===== config.mk =====
export PLATFORM = sky130hd
export DESIGN_NAME = ysyx_lsu_resp_flat
export DESIGN_NICKNAME = d
export VERILOG_FILES = /design/src/rtl/ysyx_lsu_resp_if.sv /design/src/rtl/ysyx_lsu_resp.sv /design/src/flat_wrapper.sv
export SDC_FILE = /design/constraint.sdc
export NUM_CORES = 1
export LEC_CHECK = 0
export BUFFER_PORTS_ARGS = -buffer_cell sky130_fd_sc_hd__buf_2
export CORE_UTILIZATION = 48
export CTS_CLUSTER_DIAMETER = 150
export DETAILED_ROUTE_END_ITERATION = 10
export GPL_TIMING_DRIVEN = 0
export MAX_ROUTING_LAYER = met4
export PLACE_DENSITY = 0.88
export RECOVER_POWER = 50
export SETUP_SLACK_MARGIN = 0.05
export SYNTH_ARGS = -nofsm -noshare
export SYNTH_HDL_FRONTEND = slang
export SYNTH_SLANG_ARGS = --single-unit

===== constraint.sdc =====
create_clock -name clk -period 1.9 [get_ports clk]
set_input_delay 0.38 -clock clk [delete_from_list [all_inputs] [get_ports clk]]
set_output_delay 0.38 -clock clk [all_outputs]
set_load 0.05 [all_outputs]

===== src/rtl/ysyx_lsu_resp_if.sv =====
// Memory-side bus between the LSU and the data memory: one request channel
// with a valid/ready handshake and a response channel that is always accepted.
interface ysyx_lsu_resp_if #(
    parameter int BIT_W = 32
);
    logic             bus_req_valid;
    logic             bus_req_ready;
    logic             bus_wen;
    logic [BIT_W-1:0] bus_addr;
    logic [BIT_W-1:0] bus_wdata;
    logic [3:0]       bus_wstrb;
    logic             bus_rsp_valid;
    logic [BIT_W-1:0] bus_rdata;
    logic             bus_rsp_err;

    modport master (
        output bus_req_valid, bus_wen, bus_addr, bus_wdata, bus_wstrb,
        input  bus_req_ready, bus_rsp_valid, bus_rdata, bus_rsp_err
    );

    modport slave (
        input  bus_req_valid, bus_wen, bus_addr, bus_wdata, bus_wstrb,
        output bus_req_ready, bus_rsp_valid, bus_rdata, bus_rsp_err
    );
endinterface


===== src/rtl/ysyx_lsu_resp.sv =====
// Load/store unit bus sequencer: aligns store data and strobes onto a word bus,
// waits for one response, and returns extended load data with a one-cycle done pulse.
module ysyx_lsu_resp #(
    parameter int BIT_W = 32
) (
    input  logic             clk,
    input  logic             rst,
    input  logic             lsu_avalid,
    input  logic             ren,
    input  logic             wen,
    input  logic [BIT_W-1:0] rwaddr,
    input  logic [3:0]       alu_op,
    input  logic [BIT_W-1:0] lsu_mem_wdata,
    output logic [BIT_W-1:0] lsu_rdata,
    output logic             lsu_exu_rvalid,
    output logic             lsu_exu_wready,
    output logic             lsu_err_o,
    ysyx_lsu_resp_if.master  bus
);

    typedef enum logic [1:0] {
        IDLE = 2'b00,
        REQ  = 2'b01,
        RSP  = 2'b10,
        DONE = 2'b11
    } state_t;

    state_t state_q, state_d;

    logic [BIT_W-1:0] addr_q;
    logic [1:0]       size_q;
    logic             unsigned_q;
    logic [BIT_W-1:0] wdata_q;
    logic             is_load_q;
    logic             err_q;

    logic             start;
    logic             misaligned;
    logic [BIT_W-1:0] rsp_shift;
    logic [BIT_W-1:0] rsp_ext;

    // alu_op[3] carries no meaning for memory accesses
    logic unused_op;
    assign unused_op = alu_op[3];

    assign start = lsu_avalid & (ren | wen);

    always_comb begin
        misaligned = 1'b0;
        case (alu_op[1:0])
            2'b00:   misaligned = 1'b0;
            2'b01:   misaligned = rwaddr[0];
            2'b10:   misaligned = (rwaddr[1:0] != 2'b00);
            default: misaligned = 1'b1;
        endcase
    end

    always_ff @(posedge clk) begin
        if (!rst) begin
            state_q <= IDLE;
        end else begin
            state_q <= state_d;
        end
    end

    always_comb begin
        state_d = state_q;
        case (state_q)
            IDLE: begin
                if (start) begin
                    state_d = misaligned ? DONE : REQ;
                end
            end
            REQ: begin
                if (bus.bus_req_ready) begin
                    state_d = RSP;
                end
            end
            RSP: begin
                if (bus.bus_rsp_valid) begin
                    state_d = DONE;
                end
            end
            default: state_d = IDLE;
        endcase
    end

    // Bring the addressed lane down to bit 0, then extend to the full width
    always_comb begin
        rsp_shift = bus.bus_rdata >> {addr_q[1:0], 3'b000};
        rsp_ext   = rsp_shift;
        case (size_q)
            2'b00: rsp_ext = unsigned_q ? {{(BIT_W-8){1'b0}}, rsp_shift[7:0]}
                                        : {{(BIT_W-8){rsp_shift[7]}}, rsp_shift[7:0]};
            2'b01: rsp_ext = unsigned_q ? {{(BIT_W-16){1'b0}}, rsp_shift[15:0]}
                                        : {{(BIT_W-16){rsp_shift[15]}}, rsp_shift[15:0]};
            default: rsp_ext = rsp_shift;
        endcase
    end

    always_ff @(posedge clk) begin
        if (!rst) begin
            addr_q     <= '0;
            size_q     <= 2'b00;
            unsigned_q <= 1'b0;
            wdata_q    <= '0;
            is_load_q  <= 1'b0;
            err_q      <= 1'b0;
            lsu_rdata  <= '0;
        end else begin
            if (state_q == IDLE && start) begin
                addr_q     <= rwaddr;
                size_q     <= alu_op[1:0];
                unsigned_q <= alu_op[2];
                wdata_q    <= lsu_mem_wdata;
                is_load_q  <= ren;
                err_q      <= misaligned;
                if (misaligned) begin
                    lsu_rdata <= '0;
                end
            end
            if (state_q == RSP && bus.bus_rsp_valid) begin
                err_q     <= bus.bus_rsp_err;
                lsu_rdata <= (is_load_q && !bus.bus_rsp_err) ? rsp_ext : '0;
            end
        end
    end

    // Payload is built purely from captured state, so it cannot move while waiting for ready
    always_comb begin
        bus.bus_wstrb = 4'b0000;
        if (!is_load_q) begin
            case (size_q)
                2'b00:   bus.bus_wstrb = 4'b0001 << addr_q[1:0];
                2'b01:   bus.bus_wstrb = 4'b0011 << addr_q[1:0];
                default: bus.bus_wstrb = 4'b1111;
            endcase
        end
    end

    assign bus.bus_req_valid = (state_q == REQ);
    assign bus.bus_wen       = ~is_load_q;
    assign bus.bus_addr      = {addr_q[BIT_W-1:2], 2'b00};
    assign bus.bus_wdata     = wdata_q << {addr_q[1:0], 3'b000};

    assign lsu_exu_rvalid = (state_q == DONE) &  is_load_q;
    assign lsu_exu_wready = (state_q == DONE) & ~is_load_q;
    assign lsu_err_o      = (state_q == DONE) &  err_q;

endmodule


===== src/flat_wrapper.sv =====
// flat-port wrapper written by rule: the top's interface ports become plain ports
module ysyx_lsu_resp_flat 
#(
    parameter int BIT_W = 32
)
  (clk, rst, lsu_avalid, ren, wen, rwaddr, alu_op, lsu_mem_wdata, lsu_rdata, lsu_exu_rvalid, lsu_exu_wready, lsu_err_o, bus_bus_req_valid, bus_bus_wen, bus_bus_addr, bus_bus_wdata, bus_bus_wstrb, bus_bus_req_ready, bus_bus_rsp_valid, bus_bus_rdata, bus_bus_rsp_err);
  ysyx_lsu_resp_if #(.BIT_W(BIT_W)) bus_i ();
  input  logic clk;
  input  logic rst;
  input  logic lsu_avalid;
  input  logic ren;
  input  logic wen;
  input  logic [BIT_W-1:0] rwaddr;
  input  logic [3:0] alu_op;
  input  logic [BIT_W-1:0] lsu_mem_wdata;
  output logic [BIT_W-1:0] lsu_rdata;
  output logic lsu_exu_rvalid;
  output logic lsu_exu_wready;
  output logic lsu_err_o;
  output wire logic [$bits(bus_i.bus_req_valid)-1:0] bus_bus_req_valid;
  output wire logic [$bits(bus_i.bus_wen)-1:0] bus_bus_wen;
  output wire logic [$bits(bus_i.bus_addr)-1:0] bus_bus_addr;
  output wire logic [$bits(bus_i.bus_wdata)-1:0] bus_bus_wdata;
  output wire logic [$bits(bus_i.bus_wstrb)-1:0] bus_bus_wstrb;
  input wire logic [$bits(bus_i.bus_req_ready)-1:0] bus_bus_req_ready;
  input wire logic [$bits(bus_i.bus_rsp_valid)-1:0] bus_bus_rsp_valid;
  input wire logic [$bits(bus_i.bus_rdata)-1:0] bus_bus_rdata;
  input wire logic [$bits(bus_i.bus_rsp_err)-1:0] bus_bus_rsp_err;
  assign bus_bus_req_valid = bus_i.bus_req_valid;
  assign bus_bus_wen = bus_i.bus_wen;
  assign bus_bus_addr = bus_i.bus_addr;
  assign bus_bus_wdata = bus_i.bus_wdata;
  assign bus_bus_wstrb = bus_i.bus_wstrb;
  assign bus_i.bus_req_ready = bus_bus_req_ready;
  assign bus_i.bus_rsp_valid = bus_bus_rsp_valid;
  assign bus_i.bus_rdata = bus_bus_rdata;
  assign bus_i.bus_rsp_err = bus_bus_rsp_err;
  ysyx_lsu_resp #(.BIT_W(BIT_W)) u_core (.clk(clk), .rst(rst), .lsu_avalid(lsu_avalid), .ren(ren), .wen(wen), .rwaddr(rwaddr), .alu_op(alu_op), .lsu_mem_wdata(lsu_mem_wdata), .lsu_rdata(lsu_rdata), .lsu_exu_rvalid(lsu_exu_rvalid), .lsu_exu_wready(lsu_exu_wready), .lsu_err_o(lsu_err_o), .bus(bus_i));
endmodule

==> flow_summary.yaml <==
global_routing:
  grt_antenna_before_repair: 1
  overflow: 0
  grt_max_degree: 19
  grt_pass1_vias: 5617
  grt_use_total: 0.332
  grt_pass1_wl_um: 28100
die:
  num_rows: 37
  die-area_um2: 11000
  io_pins: 213
  initial_utilization: 0.494
  chipHeight_um: 105
  core_um2: 10300
  die_w_um: 105
critical_path:
  cp-end-kind: "primary output"
  r2r_start: "u_core.state_q[1]$_SDFFE_PN0P_"
  critical-path-max-stage-delay_ns: 0.34
  critPathBufInv: 6
  crit_required_ns: 1.52
  crit_arrival_ns: 1.72
  cpLargestDelayFamily: "buffers and inverters"
  crit_cells: 7
  cp-start-kind: "flop"
  reg2reg_depth: 9
  crit_fanout: 10
  crit_chain: "buf_6, buf_12, buf_12, buf_12, buf_4, nor2_4, buf_6"
  crit_top_cell: "buf_12"
  cp_slowest_cell: "dfxtp_2"
  critPathLaunch: "u_core.addr_q[1]$_SDFFE_PN0P_"
  path_class: "flop to primary output"
yosys:
  ys_top_cells_by_area: "dfxtp_1 (40%), nand2_1 (11%), a21oi_1 (10%)"
  ys_seq_elements: 103
  yosysSeqAreaShare: 0.404
  synth_fa_ha_area_frac: 0.00981
  synthesis.area_um2: 5100
  syn_inst: 638
  yosysWarnings: 0
  yosys.area.top_type: "dfxtp_1"
  synth_top_family_by_area: "compound AO/OA/AOI/OAI gates"
  synth_area_per_cell_um2: 7.99
  synth_simple_gate_area_frac: 0.194
  synth_top_area_frac: 0.404
  synth_xor_area_frac: 0
  synth_edf_count: 0
  ys_dominant_reg_cell: "dfxtp_1"
  synth_compound_area_frac: 0.218
  async_reset_ff_frac: 0
  synth.area.mux_share: 0.0731
  synthDistinctLibCells: 42
clock_tree:
  cts_tree: "done"
  cts.sinks: 103
  cts_max_path_buffers: 2
  cts_buffers: 9
  htreeDepth: 3
  cts-root-buf: "clkbuf_8"
  hold_buffers: 0
  path_clk_slew_ns: 0.11
  clkLatencyLatePin_ns: 0.37
routing:
  wl_um: 19300
  drt_pass1_iterations: 5
  num_vias: 5849
  antenna_left: 0
  drc: 0
  dr.first_iter.drc_count: 371
  wl_per_cell_um: 18.8
  viasPerCell: 5.68
hold_path:
  hp-start: "lsu_mem_wdata[4]"
  holdPathStages: 3
  hp-class: "input pin to flop"
outcome:
  violations: "negative setup slack"
  status: "complete, but fails checks"
timing:
  rsz0062_at_grt: "yes"
  slew_viol_final: 0
  whs_ns: 0.228
  fin_setup_tns_ns: -5.51
  layout_min_cycle_time_ns: 2.10
  max_slew.worst_pin.slew_ns: 0.666
  skew_ns: 0.0111
  fmax_mhz: 476
  fin_crit_sh: 1.11
  setup_slack_ns: -0.200
  max_slew_margin: 0.558
  finalHoldViolCount: 0
  setup_viol: 43
layout:
  design_area_um2: 7600
  layout-drive-gt1-share: 0.378
  nets: 999
  syn_to_final_growth_pct: 49.0
  utilization: 0.736
  layout.cells.non_filler: 1029
place:
  placedCellCount: 984
  dp_hpwl_um: 12400
  gp_congestion: 0.931
  io_buffers: 209
  postPlaceCellArea_um2: 6490
power_and_ir_drop:
  peakVddDrop_v: 0.000835
  p_leak_nw: 3.05
  power_density_nw_per_um2: 1090
job:
  max_cap_violations: 0
[worst paths after layout]
kind | to | slack [ns]
hold / removal | u_core.wdata_q[4]$_SDFFE_PN0P_ | 0.23
setup reg to reg | u_core.lsu_rdata[23]$_SDFFE_PN0P_ | -0.06
hold reg to reg | u_core.addr_q[6]$_SDFFE_PN0P_ | 0.46
setup / recovery | bus_bus_wdata[12] | -0.20
[tightest hold or removal path: cells and delay by family]
| family | cells | cell delay [ns] |
|---|---|---|
| buf+inv | 1 | 0.09 |
| simple gates | 1 | 0.04 |
| compound gates | 1 | 0.05 |
[cell usage in the layout (no fill, tap or decap), types with 13 or more instances in the layout]
| cell | instances |
|---|---|
| nand2_1 | 156 |
| buf_2 | 122 |
| dfxtp_1 | 101 |
| a21oi_1 | 93 |
| clkbuf_1 | 82 |
| buf_4 | 60 |
| buf_6 | 29 |
| a22oi_1 | 17 |
| mux2i_4 | 13 |
[layout make-up]
class	instances	area [um^2]
Clock buffer	10	138
Antenna cell	1	2.50
Sequential cell	103	2060
Inverter	6	22.5
Multi-Input combinational cell	446	3010
Clock inverter	6	51.3
Fill cell	744	2730
Buffer	83	693
Timing Repair Buffer	238	1450
Tap cell	136	170
[routing by layer]
metal / vias to the layer above / part of all wire / GRT usage
met1: 2698 / 0.39 / 0.394
met4: 0 / 0.051 / 0.154
met3: 95 / 0.087 / 0.0611
met5: - / 0 / -
met2: 406 / 0.47 / 0.546
li1: 2650 / - / -
[where the power goes]
group / total [mW] / internal, mW / switching [mW] / leakage [nW]
Sequential: 2.65 / 2.40 / 0.249 / 0.839
Clock: 1.35 / 0.535 / 0.818 / 0.0992
Combinational: 4.26 / 1.62 / 2.65 / 2.11
Total: 8.27 / 4.55 / 3.71 / 3.05
[logic make-up (layout without fill, tap and decap cells)]
group	after synthesis	after routing
AO/OA/AOI/OAI	182	182
flip-flops	103	103
buffers and inverters	90	343
AND/OR/NAND/NOR	223	223
multiplexers	35	35
other	1	3
adder cells (fa/ha/maj)	4	4
[cells in the mapped netlist (all sizes together), types with 4 or more instances]
master and count:
nand2 156, a21oi 105, dfxtp 103, buf 60, mux2i 26, clkbuf 24
o21ai 20, nor2 19, nor2b 19, a22oi 17, and2 10, nand3 9
a211oi 8, a32oi 8, mux2 8, a211o 7, o2bb2ai 7, inv 6
ha 4
[repair_timing]
item	in CTS	in global routing
gates resized for setup	149	42
cloned	2	3
buffers inserted	18	6
setup endpoints to repair	68	124
pin swaps	12	8
[state kept, by name, indices dropped and copies added, names as in the netlist]
name	flops
u_core.addr_q	32
u_core.state_q	2
u_core.err_q	1
u_core.is_load_q	1
u_core.lsu_rdata	32
u_core.size_q	2
u_core.wdata_q	32
u_core.unsigned_q	1
[metrics by stage]
stage / power [mW] / setup slack [ns]
after floorplan: 5.17 / -0.00334
after global placement: 5.96 / -0.334
after detailed placement: 6.00 / -0.317
after CTS: 7.92 / -0.144
after global routing: 8.61 / -0.255
final: 8.27 / -0.200
Note: power is estimated with default switching activity, not from simulation.
